==> src/rtl/fetch_queue_pkg.sv <==
// ============================================================================
// fetch_queue_pkg : shared CPU constants (widths, reset PC, base opcodes)
// Revision: 1.0
// ============================================================================
`default_nettype none

package fetch_queue_pkg;

    localparam int          CPU_XLEN     = 32;
    localparam int          CPU_ILEN     = 32;
    localparam logic [31:0] CPU_RESET_PC = 32'h0000_0000;

    typedef enum logic [6:0] {
        OPC_LOAD   = 7'b0000011,
        OPC_OP_IMM = 7'b0010011,
        OPC_AUIPC  = 7'b0010111,
        OPC_STORE  = 7'b0100011,
        OPC_OP     = 7'b0110011,
        OPC_LUI    = 7'b0110111,
        OPC_BRANCH = 7'b1100011,
        OPC_JALR   = 7'b1100111,
        OPC_JAL    = 7'b1101111,
        OPC_SYSTEM = 7'b1110011
    } opcode_e;

    // Counters must hold the value DEPTH itself, hence one bit above the index.
    function automatic int cnt_width(input int depth);
        return $clog2(depth) + 1;
    endfunction

endpackage

`default_nettype wire

==> src/rtl/fetch_queue_sync_fifo.sv <==
// ============================================================================
// sync_fifo : generic single-clock FIFO with synchronous flush
// Revision: 1.0
// ============================================================================
`default_nettype none

module sync_fifo
    import fetch_queue_pkg::*;
#(
    parameter int WIDTH = 8,
    parameter int DEPTH = 4
) (
    input  logic                     clk,
    input  logic                     rst,
    input  logic                     flush_i,
    input  logic                     push_i,
    input  logic [WIDTH-1:0]         wdata_i,
    input  logic                     pop_i,
    output logic [WIDTH-1:0]         rdata_o,
    output logic [$clog2(DEPTH):0]   count_o
);

    localparam int AW = $clog2(DEPTH);
    localparam int CW = cnt_width(DEPTH);

    logic [WIDTH-1:0] mem_q [DEPTH];
    logic [AW-1:0]    wr_ptr_q;
    logic [AW-1:0]    rd_ptr_q;
    logic [CW-1:0]    count_q;
    logic             do_push;
    logic             do_pop;

    assign do_pop  = pop_i && (count_q != '0);
    // A push into a full FIFO is legal only when the head leaves in the same cycle.
    assign do_push = push_i && ((count_q != CW'(DEPTH)) || do_pop);

    always_ff @(posedge clk) begin
        if (do_push && !flush_i) begin
            mem_q[wr_ptr_q] <= wdata_i;
        end
    end

    always_ff @(posedge clk or posedge rst) begin
        if (rst) begin
            wr_ptr_q <= '0;
            rd_ptr_q <= '0;
            count_q  <= '0;
        end else if (flush_i) begin
            wr_ptr_q <= '0;
            rd_ptr_q <= '0;
            count_q  <= '0;
        end else begin
            if (do_push) wr_ptr_q <= wr_ptr_q + 1'b1;
            if (do_pop)  rd_ptr_q <= rd_ptr_q + 1'b1;
            count_q <= count_q + CW'(do_push) - CW'(do_pop);
        end
    end

    assign rdata_o = mem_q[rd_ptr_q];
    assign count_o = count_q;

endmodule

`default_nettype wire

==> src/rtl/fetch_queue.sv <==
// ============================================================================
// fetch_queue : instruction fetch unit with in-flight PC tracking, buffer,
//               redirect flush and stale-response dropping
// Revision: 1.0
// ============================================================================
`default_nettype none

module fetch_queue
    import fetch_queue_pkg::*;
#(
    parameter int              XLEN     = CPU_XLEN,
    parameter int              DEPTH    = 4,
    parameter logic [XLEN-1:0] RESET_PC = XLEN'(CPU_RESET_PC)
) (
    input  logic            CLK,
    input  logic            Reset,
    output logic            imem_req_valid,
    input  logic            imem_req_ready,
    output logic [XLEN-1:0] imem_req_addr,
    input  logic            imem_rsp_valid,
    input  logic [XLEN-1:0] imem_rsp_data,
    input  logic            redirect_valid,
    input  logic [XLEN-1:0] redirect_pc,
    output logic            out_valid,
    input  logic            out_ready,
    output logic [XLEN-1:0] out_instr,
    output logic [XLEN-1:0] out_pc,
    output logic [XLEN-1:0] out_pc_plus4
);

    localparam int CW = cnt_width(DEPTH);

    logic [XLEN-1:0]   fetch_pc_q, fetch_pc_d;
    logic [CW-1:0]     outstanding_q, outstanding_d;
    logic [CW-1:0]     drop_cnt_q, drop_cnt_d;

    logic [CW-1:0]     buf_count;
    logic [CW-1:0]     pcq_count;
    logic [CW:0]       inflight;
    logic [XLEN-1:0]   rsp_pc;
    logic [2*XLEN-1:0] head;
    logic              req_fire;
    logic              rsp_push;
    logic              head_valid;
    logic              pop;

    // The PC FIFO holds every request not yet answered, dropped ones included,
    // so its count is outstanding + drop_cnt.
    assign inflight       = {1'b0, buf_count} + {1'b0, pcq_count};
    assign imem_req_valid = !Reset && (inflight < (CW+1)'(DEPTH));
    assign imem_req_addr  = fetch_pc_q;
    assign req_fire       = imem_req_valid && imem_req_ready;

    assign rsp_push   = imem_rsp_valid && (drop_cnt_q == '0) && !redirect_valid;
    assign head_valid = (buf_count != '0);
    assign out_valid  = head_valid && !redirect_valid;
    assign pop        = out_valid && out_ready;

    assign out_pc       = head_valid ? head[2*XLEN-1:XLEN] : '0;
    assign out_instr    = head_valid ? head[XLEN-1:0]      : '0;
    assign out_pc_plus4 = out_pc + XLEN'(4);

    always_comb begin
        fetch_pc_d    = fetch_pc_q;
        outstanding_d = outstanding_q;
        drop_cnt_d    = drop_cnt_q;
        if (redirect_valid) begin
            fetch_pc_d    = redirect_pc & ~(XLEN'(3));
            outstanding_d = '0;
            drop_cnt_d    = drop_cnt_q + outstanding_q + CW'(req_fire) - CW'(imem_rsp_valid);
        end else begin
            if (req_fire) begin
                fetch_pc_d = fetch_pc_q + XLEN'(4);
            end
            if (imem_rsp_valid && (drop_cnt_q != '0)) begin
                drop_cnt_d = drop_cnt_q - 1'b1;
            end
            outstanding_d = outstanding_q + CW'(req_fire) - CW'(rsp_push);
        end
    end

    always_ff @(posedge CLK or posedge Reset) begin
        if (Reset) begin
            fetch_pc_q    <= RESET_PC;
            outstanding_q <= '0;
            drop_cnt_q    <= '0;
        end else begin
            fetch_pc_q    <= fetch_pc_d;
            outstanding_q <= outstanding_d;
            drop_cnt_q    <= drop_cnt_d;
        end
    end

    sync_fifo #(
        .WIDTH (XLEN),
        .DEPTH (DEPTH)
    ) u_pc_fifo (
        .clk     (CLK),
        .rst     (Reset),
        .flush_i (1'b0),
        .push_i  (req_fire),
        .wdata_i (fetch_pc_q),
        .pop_i   (imem_rsp_valid),
        .rdata_o (rsp_pc),
        .count_o (pcq_count)
    );

    sync_fifo #(
        .WIDTH (2*XLEN),
        .DEPTH (DEPTH)
    ) u_ibuf (
        .clk     (CLK),
        .rst     (Reset),
        .flush_i (redirect_valid),
        .push_i  (rsp_push),
        .wdata_i ({rsp_pc, imem_rsp_data}),
        .pop_i   (pop),
        .rdata_o (head),
        .count_o (buf_count)
    );

endmodule

`default_nettype wire
==> config.mk <==
export PLATFORM = sky130hd
export DESIGN_NAME = fetch_queue
export DESIGN_NICKNAME = d
export VERILOG_FILES = /design/src/rtl/fetch_queue_pkg.sv /design/src/rtl/fetch_queue_sync_fifo.sv /design/src/rtl/fetch_queue.sv
export SDC_FILE = /design/constraint.sdc
export NUM_CORES = 1
export LEC_CHECK = 0
export BUFFER_PORTS_ARGS = -buffer_cell sky130_fd_sc_hd__buf_2
export CORE_AREA = 2 2 214 216
export CTS_BUF_LIST = sky130_fd_sc_hd__clkbuf_8
export CTS_CLUSTER_SIZE = 10
export DETAILED_ROUTE_END_ITERATION = 8
export DIE_AREA = 0 0 216 218
export SLEW_MARGIN = 25
export SYNTH_ARGS = -nofsm -noshare
export SYNTH_HDL_FRONTEND = slang
export SYNTH_SLANG_ARGS = --single-unit
==> constraint.sdc <==
create_clock -name CLK -period 3.9 [get_ports CLK]
set_input_delay 0.78 -clock CLK [delete_from_list [all_inputs] [get_ports CLK]]
set_output_delay 0.78 -clock CLK [all_outputs]
set_load 0.05 [all_outputs]
==> metrics.md, run 1 <==
| Metric | Value |
|---|---|
| Crit. End Element | output pin |
| RSZ-0062 raised after global routing | true |
| # H-tree levels | 3 |
| Clock transition at the registers of the reported paths | 0.06 ns |
| R2r endpoint | drop_cnt_q[2] |
| Vias in the first global route | 9932 |
| Total routed wirelength | 38100 µm |
| M1 GR Usage | 0.225 |
| Layout cells sized above 1 | 0.365 |
| Pwr Total | 15.6 mW |
| Fin area | 21500 µm² |
| CP Class | reg -> out |
| Synth Register Bits | 418 |
| Area of the multi-input gates | 5270 µm² |
| Worst Reg-to-Reg Cells | 11 |
| DR vias | 9598 |
| Most Used Layer, Global Route | met2 |
| 1st-pass router iterations | 4 |
| Req. time, crit path | 3.12 ns |
| PortBufs | 191 |
| Hold Vio Cnt, Final | 0 |
| GR Util met2 | 0.255 |
| Finished Layout Cells | 1930 |
| CTS root buffer | clkbuf_8 |
| Iter 0 DRT Violations | 513 |
| DR vias/cell | 4.97 |
| Period utilization | 1.04 |
| Pwr Density | 728 nW/µm² |
| Num rows | 78 |
| Cts-stage hold buffer count | 0 |
| Post-route DRC | 0 |
| Setup violators final | 12 |
| Register area share after synthesis | 0.697 |
| TritonCTS Buffers | 71 |
| Final Slew Violations | 0 |
| R2r setup slk | 0.95 ns |
| Mapped Cells | 1002 |
| Setup crit end | out_pc_plus4[30] |
| Die width | 216 µm |
| Core area | 44900 µm² |
| Setup crit start | u_ibuf.rd_ptr_q[0] |
| Post-synth EDFFs | 368 |
| VDD IR max | 472 µV |
| Clock Skews | 0.0280 ns |
| Area Growth Syn to Fin | 21.6% |
| Status | finished with violations |
| Initial Util | 0.393 |
| Met3 Track Usage GR | 0.0365 |
| Max Cap Viol | 0 |
| Cell Area, Synth | 17700 µm² |
| Fraction of registers with async set or reset after synthesis | 0.120 |
| Fin util | 0.478 |
| Placed instance area | 19700 µm² |
| Total Nets Final | 1374 |
| Syn_area_per_cell | 17.6 µm² |
| CTS tree | built |
| Initial antenna violation count | 0 |
| Area of the die | 47100 µm² |
| Sink Count | 418 |
| Type of the worst min-delay path | in -> async |
| Yosys warning count | 0 |
| Post-synthesis cell type count | 53 |
| GR Util All Layers | 0.163 |
| Most common cell after layout, fill and taps aside | edfxtp_1 |
| Total gr overflow | 0 |
| Fmax | 246 MHz |
| R2R Path Start | u_ibuf.count_o[1] |
| Pleak | 7.88 nW |
| CP arrival | 3.28 ns |
| Cell count after placement | 1785 |
| HPWL after DPL | 24400 µm |
| CP max FO | 8 |
| Final GP Congestion | 0.745 |
| Relative slew slack | 0.461 |
| Startpoint Class | flop |
| Reg area | 12300 µm² |
| Failing checks | negative setup slack |
| Final Worst Setup Slack | -0.162 ns |
| Die height | 218 µm |
| IO Count | 200 |
| Setup TNS | -0.948 ns |
| Crit path time final | 4.06 ns |
| Clk Latency, worst-skew pair | 0.63 ns |
| Filler instances | 3892 |
| Wire length of the first global-routing pass | 58000 µm |
| Clk buf depth | 3 |
| Commonest cells after routing, fill and taps aside | 368 x edfxtp_1, 168 x buf_2, 83 x mux4_2 |
| Top_reg_cell synth | edfxtp_1 |
| Antenna Cells | 0 |
| Worst Max-Slew Pin Slew | 0.809 ns |
| Pin count of the biggest net entering global routing | 80 |
| Avg WL per Cell | 19.7 µm |
| Post-route ant nets | 0 |
## Yosys cell counts (2+ instances only)
master,count,share of area
nor3_2,3,0.0017
nand2b_1,3,0.0011
clkbuf_1,22,0.0047
nor2b_1,6,0.0021
nand4_2,2,0.0014
buf_2,4,0.0011
nor4b_2,2,0.0017
nand3_2,2,0.0011
buf_6,3,0.0019
fa_1,4,0.0045
nor4_2,3,0.0021
o211a_1,2,0.0011
buf_4,10,0.0043
nor3_1,5,0.0014
inv_1,31,0.0066
nand3_1,26,0.0074
buf_1,7,0.0015
nor2_1,32,0.0068
o21ai_0,36,0.010
xnor2_1,34,0.017
a21oi_1,3,0.00085
xor2_1,39,0.019
and4_1,4,0.0020
mux4_2,67,0.085
edfxtp_1,368,0.63
nor4_4,2,0.0024
mux2i_1,8,0.0045
nor3b_2,2,0.0014
nand4_1,10,0.0035
mux4_1,24,0.036
buf_12,2,0.0023
ha_1,22,0.016
o211ai_1,2,0.00085
nand2_1,72,0.015
dfrtp_1,50,0.071
and2_1,62,0.022
and3_1,12,0.0043
## flip-flops by register name, summed over array words and instances (netlist names)
| signal | flops |
|---|---|
| drop_cnt_q | 3 |
| u_pc_fifo.count_o | 3 |
| u_ibuf.rd_ptr_q | 2 |
| outstanding_q | 3 |
| u_pc_fifo.mem_q | 120 |
| u_ibuf.wr_ptr_q | 2 |
| u_ibuf.count_o | 3 |
| u_pc_fifo.wr_ptr_q | 2 |
| u_ibuf.mem_q | 248 |
| u_pc_fifo.rd_ptr_q | 2 |
| imem_req_addr | 30 |
## worst min-delay path by stage
stage | endpoint | cells past startpoint | from
2_1_floorplan | drop_cnt_q[2] | 1 | drop_cnt_q[2]
3_3_place_gp | drop_cnt_q[2] | 1 | drop_cnt_q[2]
3_5_place_dp | drop_cnt_q[2] | 1 | drop_cnt_q[2]
4_1_cts | drop_cnt_q[2] | 2 | Reset
5_1_grt | u_ibuf.count_o[0] | 2 | Reset
6_report | drop_cnt_q[2] | 2 | Reset
## metrics by stage
step	hold slack [ns]	worst slack, ns
floorplan	0.455	-0.0256
global placement	0.479	0.161
detailed placement	0.483	0.144
CTS	0.123	-0.236
global route	0.163	-0.347
finish	0.165	-0.162
## cell families after synthesis
logic type	after synthesis	synth area share
DFF	418	0.697
and+or+nand+nor	257	0.0825
muxes	100	0.126
buffers and inverters	79	0.0223
xor gates and xnor gates	73	0.0362
AOI/OAI and AO/OA	48	0.0159
adders and majority gates	26	0.0201
other	1	0.000212
## area by class of cell
type,instances,area share
sequential,418,0.573
multi-input combinational,510,0.245
timing repair buffer,246,0.0815
clock buffer,72,0.0461
tap,600,0.0349
clock inverter,53,0.0135
inverter,31,0.00559
## per-layer routing
metal	up-vias	wire (µm)
met5	-	0
met4	0	840
met3	61	2040
met2	265	17700
met1	4863	17500
li1	4409	-
## critical path, cell delays in order, from the launching register on
cell and delay [ns]:
dfrtp_4 0.54, mux4_2 0.43, nand2_8 0.06, clkinvlp_4 0.08, ha_4 0.13, nand2_2 0.05, o22a_1 0.21, nor3b_2 0.18
buf_4 0.17, nand4_1 0.10, buf_6 0.16, nor3_4 0.22, xor2_4 0.18, buf_8 0.16
## timing repair
| item | in CTS | in global routing |
|---|---|---|
| cloned | 3 | 0 |
| endpoints found under the setup margin | 23 | 23 |
| setup buffers | 14 | 4 |
| pin swaps | 8 | 16 |
| resized for setup | 67 | 35 |
## where the power goes
part           leakage, nW  switching (mW)  internal, mW
Sequential            3.94           0.334          5.43
Combinational         3.21            4.18          2.15
Clock                0.737            1.74          1.81
Total                 7.88            6.26          9.39
No activity file was read; power rests on OpenSTA's default activity.
==> inputs of run 2 (changes only) <==
--- a/config.mk
+++ b/config.mk
@@ -7,2 +7,3 @@
 export LEC_CHECK = 0
+export ABC_CLOCK_PERIOD_IN_PS = 3900
 export BUFFER_PORTS_ARGS = -buffer_cell sky130_fd_sc_hd__buf_2
@@ -13,2 +14,3 @@
 export DIE_AREA = 0 0 216 218
+export SKIP_LAST_GASP = 1
 export SLEW_MARGIN = 25
==> constraint.sdc (replaced) <==
create_clock -name CLK -period 3.9 [get_ports CLK]
set_input_delay 0.39 -clock CLK [delete_from_list [all_inputs] [get_ports CLK]]
set_output_delay 0.39 -clock CLK [all_outputs]
set_load 0.05 [all_outputs]
==> metrics.md, run 2 (synthesized netlist as in run 1, its figures left out) <==
| Metric | Value |
|---|---|
| Fin util | 0.479 (was 0.478) |
| Most common cell after layout, fill and taps aside | edfxtp_1 (unchanged) |
| Pwr Total | 15.2 mW (was 15.6 mW) |
| Internal Power | 9.10 mW (was 9.39 mW) |
| CTS tree | built (unchanged) |
| Pleak | 7.92 nW (was 7.88 nW) |
| Layout cells sized above 1 | 0.308 (was 0.365) |
| Post-route DRC | 0 (unchanged) |
| Total routed wirelength | 37700 µm (was 38100 µm) |
| IO Count | 200 (unchanged) |
| Vias in the first global route | 10000 (was 9932) |
| Net Sw Frac | 0.401 (was 0.400) |
| Hold Vio Cnt, Final | 0 (unchanged) |
| Hold path depth | 4 |
| 1st-pass router iterations | 5 (was 4) |
| Final Slew Violations | 0 (unchanged) |
| Hold slack | 0.208 ns (was 0.165 ns) |
| # H-tree levels | 3 (unchanged) |
| Setup TNS | 0 ns (was -0.948 ns) |
| Pwr Density | 707 nW/µm² (was 728 nW/µm²) |
| Logic gate share of total power | 0.385 (was 0.404) |
| Commonest cells after routing, fill and taps aside | 368 x edfxtp_1, 185 x buf_2, 74 x clkbuf_8 (was 368 x edfxtp_1, 168 x buf_2, 83 x mux4_2) |
| Clock group share of total power | 0.236 (was 0.227) |
| Finished Layout Cells | 1972 (was 1930) |
| Max Cap Viol | 0 (unchanged) |
| VDD IR max | 589 µV (was 472 µV) |
| TritonCTS Buffers | 72 (was 71) |
| R2R Path Start | u_ibuf.count_o[2] (was u_ibuf.count_o[1]) |
| Total gr overflow | 0 (unchanged) |
| Type of the worst min-delay path | in -> reg (was in -> async) |
| Placed instance area | 19400 µm² (was 19700 µm²) |
| Clock transition at the registers of the reported paths | 0.05 ns (was 0.06 ns) |
| Fin area | 21500 µm² (about the same) |
| Sw Pwr | 6.10 mW (was 6.26 mW) |
| Req. time, crit path | 3.51 ns (was 3.12 ns) |
| CTS root buffer | clkbuf_8 (unchanged) |
| Cell count after placement | 1771 (was 1785) |
| Final Worst Setup Slack | 0.182 ns (was -0.162 ns) |
| Die width | 216 µm (unchanged) |
| Initial Util | 0.393 (unchanged) |
| Clock Skews | 0.0252 ns (was 0.0280 ns) |
| Clk Latency, worst-skew pair | 0.61 ns (was 0.63 ns) |
| Crit. End Element | output pin (unchanged) |
| Met2 wire len | 17700 µm (about the same) |
| PortBufs | 191 (unchanged) |
| Num rows | 78 (unchanged) |
| Final GP Congestion | 0.804 (was 0.745) |
| GR Util All Layers | 0.162 (was 0.163) |
| Sink Count | 418 (unchanged) |
| Hold Crit Start | out_ready |
| Core area | 44900 µm² (unchanged) |
| Die height | 218 µm (unchanged) |
| DR vias/cell | 4.91 (was 4.97) |
| Top Layer Used | met4 (unchanged) |
| Worst Max-Slew Pin Slew | 0.770 ns (was 0.809 ns) |
| Total Nets Final | 1410 (was 1374) |
| CP Class | reg -> out (unchanged) |
| Crit path time final | 3.72 ns (was 4.06 ns) |
| R2r setup slk | 0.93 ns (was 0.95 ns) |
| Pin count of the biggest net entering global routing | 81 (was 80) |
| CP max FO | 36 (was 8) |
| Hold Path End | u_ibuf.rd_ptr_q[0] |
| DR vias | 9684 (was 9598) |
| CP arrival | 3.33 ns (was 3.28 ns) |
| Max reg flops | 248 (unchanged) |
| Area Growth Syn to Fin | 21.7% (was 21.6%) |
| Met3 Routed Length | 1950 µm (was 2040 µm) |
| Relative slew slack | 0.487 (was 0.461) |
| Post-route ant nets | 0 (unchanged) |
| R2r endpoint | drop_cnt_q[2] (unchanged) |
| Clk buf depth | 3 (unchanged) |
| Initial antenna violation count | 0 (unchanged) |
| Area of the die | 47100 µm² (unchanged) |
| DP Worst Slack | 0.356 ns (was 0.144 ns) |
| Fmax | 269 MHz (was 246 MHz) |
| Worst Reg-to-Reg Cells | 10 (was 11) |
| Period utilization | 0.953 (was 1.04) |
| Post-Route M1 WL | 17100 µm (was 17500 µm) |
| Setup violators final | 0 (was 12) |
| Top reg by flops | u_ibuf.mem_q (unchanged) |
| Avg WL per Cell | 19.1 µm (was 19.7 µm) |
| Status | finished clean (was finished with violations) |
| RSZ-0062 raised after global routing | true (unchanged) |
| Startpoint Class | flop (unchanged) |
| Sequential power share | 0.379 (was 0.369) |
| Wire length of the first global-routing pass | 57800 µm (was 58000 µm) |
| Iter 0 DRT Violations | 448 (was 513) |
| HPWL after DPL | 23200 µm (was 24400 µm) |
| Setup crit start | u_ibuf.rd_ptr_q[0] (unchanged) |
run 2: changes by cell type in the layout (fill, tap and decap cells not counted), sizes merged, moves of 2 or more:
cell	before	now
clkinv	20	27
buf	243	214
clkinvlp	4	2
clkbuf	72	77
dlygate4sd3	0	63
bufbuf	3	1
run 2: how the worst max path moves through the flow:
stage                  endpoint  slack (ns)
6_report       out_pc_plus4[25]        0.18
5_1_grt        out_pc_plus4[26]       -0.03
4_1_cts        out_pc_plus4[30]       -0.02
3_5_place_dp   out_pc_plus4[30]        0.36
3_3_place_gp   out_pc_plus4[30]        0.38
2_1_floorplan  out_pc_plus4[28]        0.03
run 2: critical path, stage by stage, from the launching register on:
cell and delay, ns:
dfrtp_4 0.52, buf_16 0.21, mux4_1 0.44, and4_1 0.31, and3_1 0.25, nand4_1 0.28, nor4b_2 0.33, xnor2_1 0.15
clkbuf_4 0.24
run 2: cell type report:
cell class,instances,area (µm²)
fill,3917,23400
sequential,418,12300
timing repair buffer,281,1920
multi-input combinational,510,5090
clock inverter,57,279
inverter,31,120
antenna,1,2.50
tap,600,751
clock buffer,74,1020
run 2: metal layers:
layer | up-vias | GRT usage
li1 | 4480 | -
met1 | 4889 | 0.218
met2 | 254 | 0.259
met3 | 61 | 0.0364
met4 | 0 | 0.0612
met5 | - | 0
run 2: repair_timing:
item / CTS / global route
cloned: 1 / 0
hold buffers: 63 / 0
pin swaps: 6 / 2
setup buffers: 4 / 1
hold endpoints to repair: 173 / 0
endpoints found under the setup margin: 17 / 15
gates resized for setup: 11 / 8
run 2: power by group through the flow:
stage	sequential (mW)	combinational [mW]	clock, mW
after floorplan	5.77	4.40	0
after global placement	5.84	5.71	0
after detailed placement	5.86	5.74	0
after CTS	5.77	5.88	3.72
after global routing	5.81	6.23	3.92
final	5.76	5.86	3.59
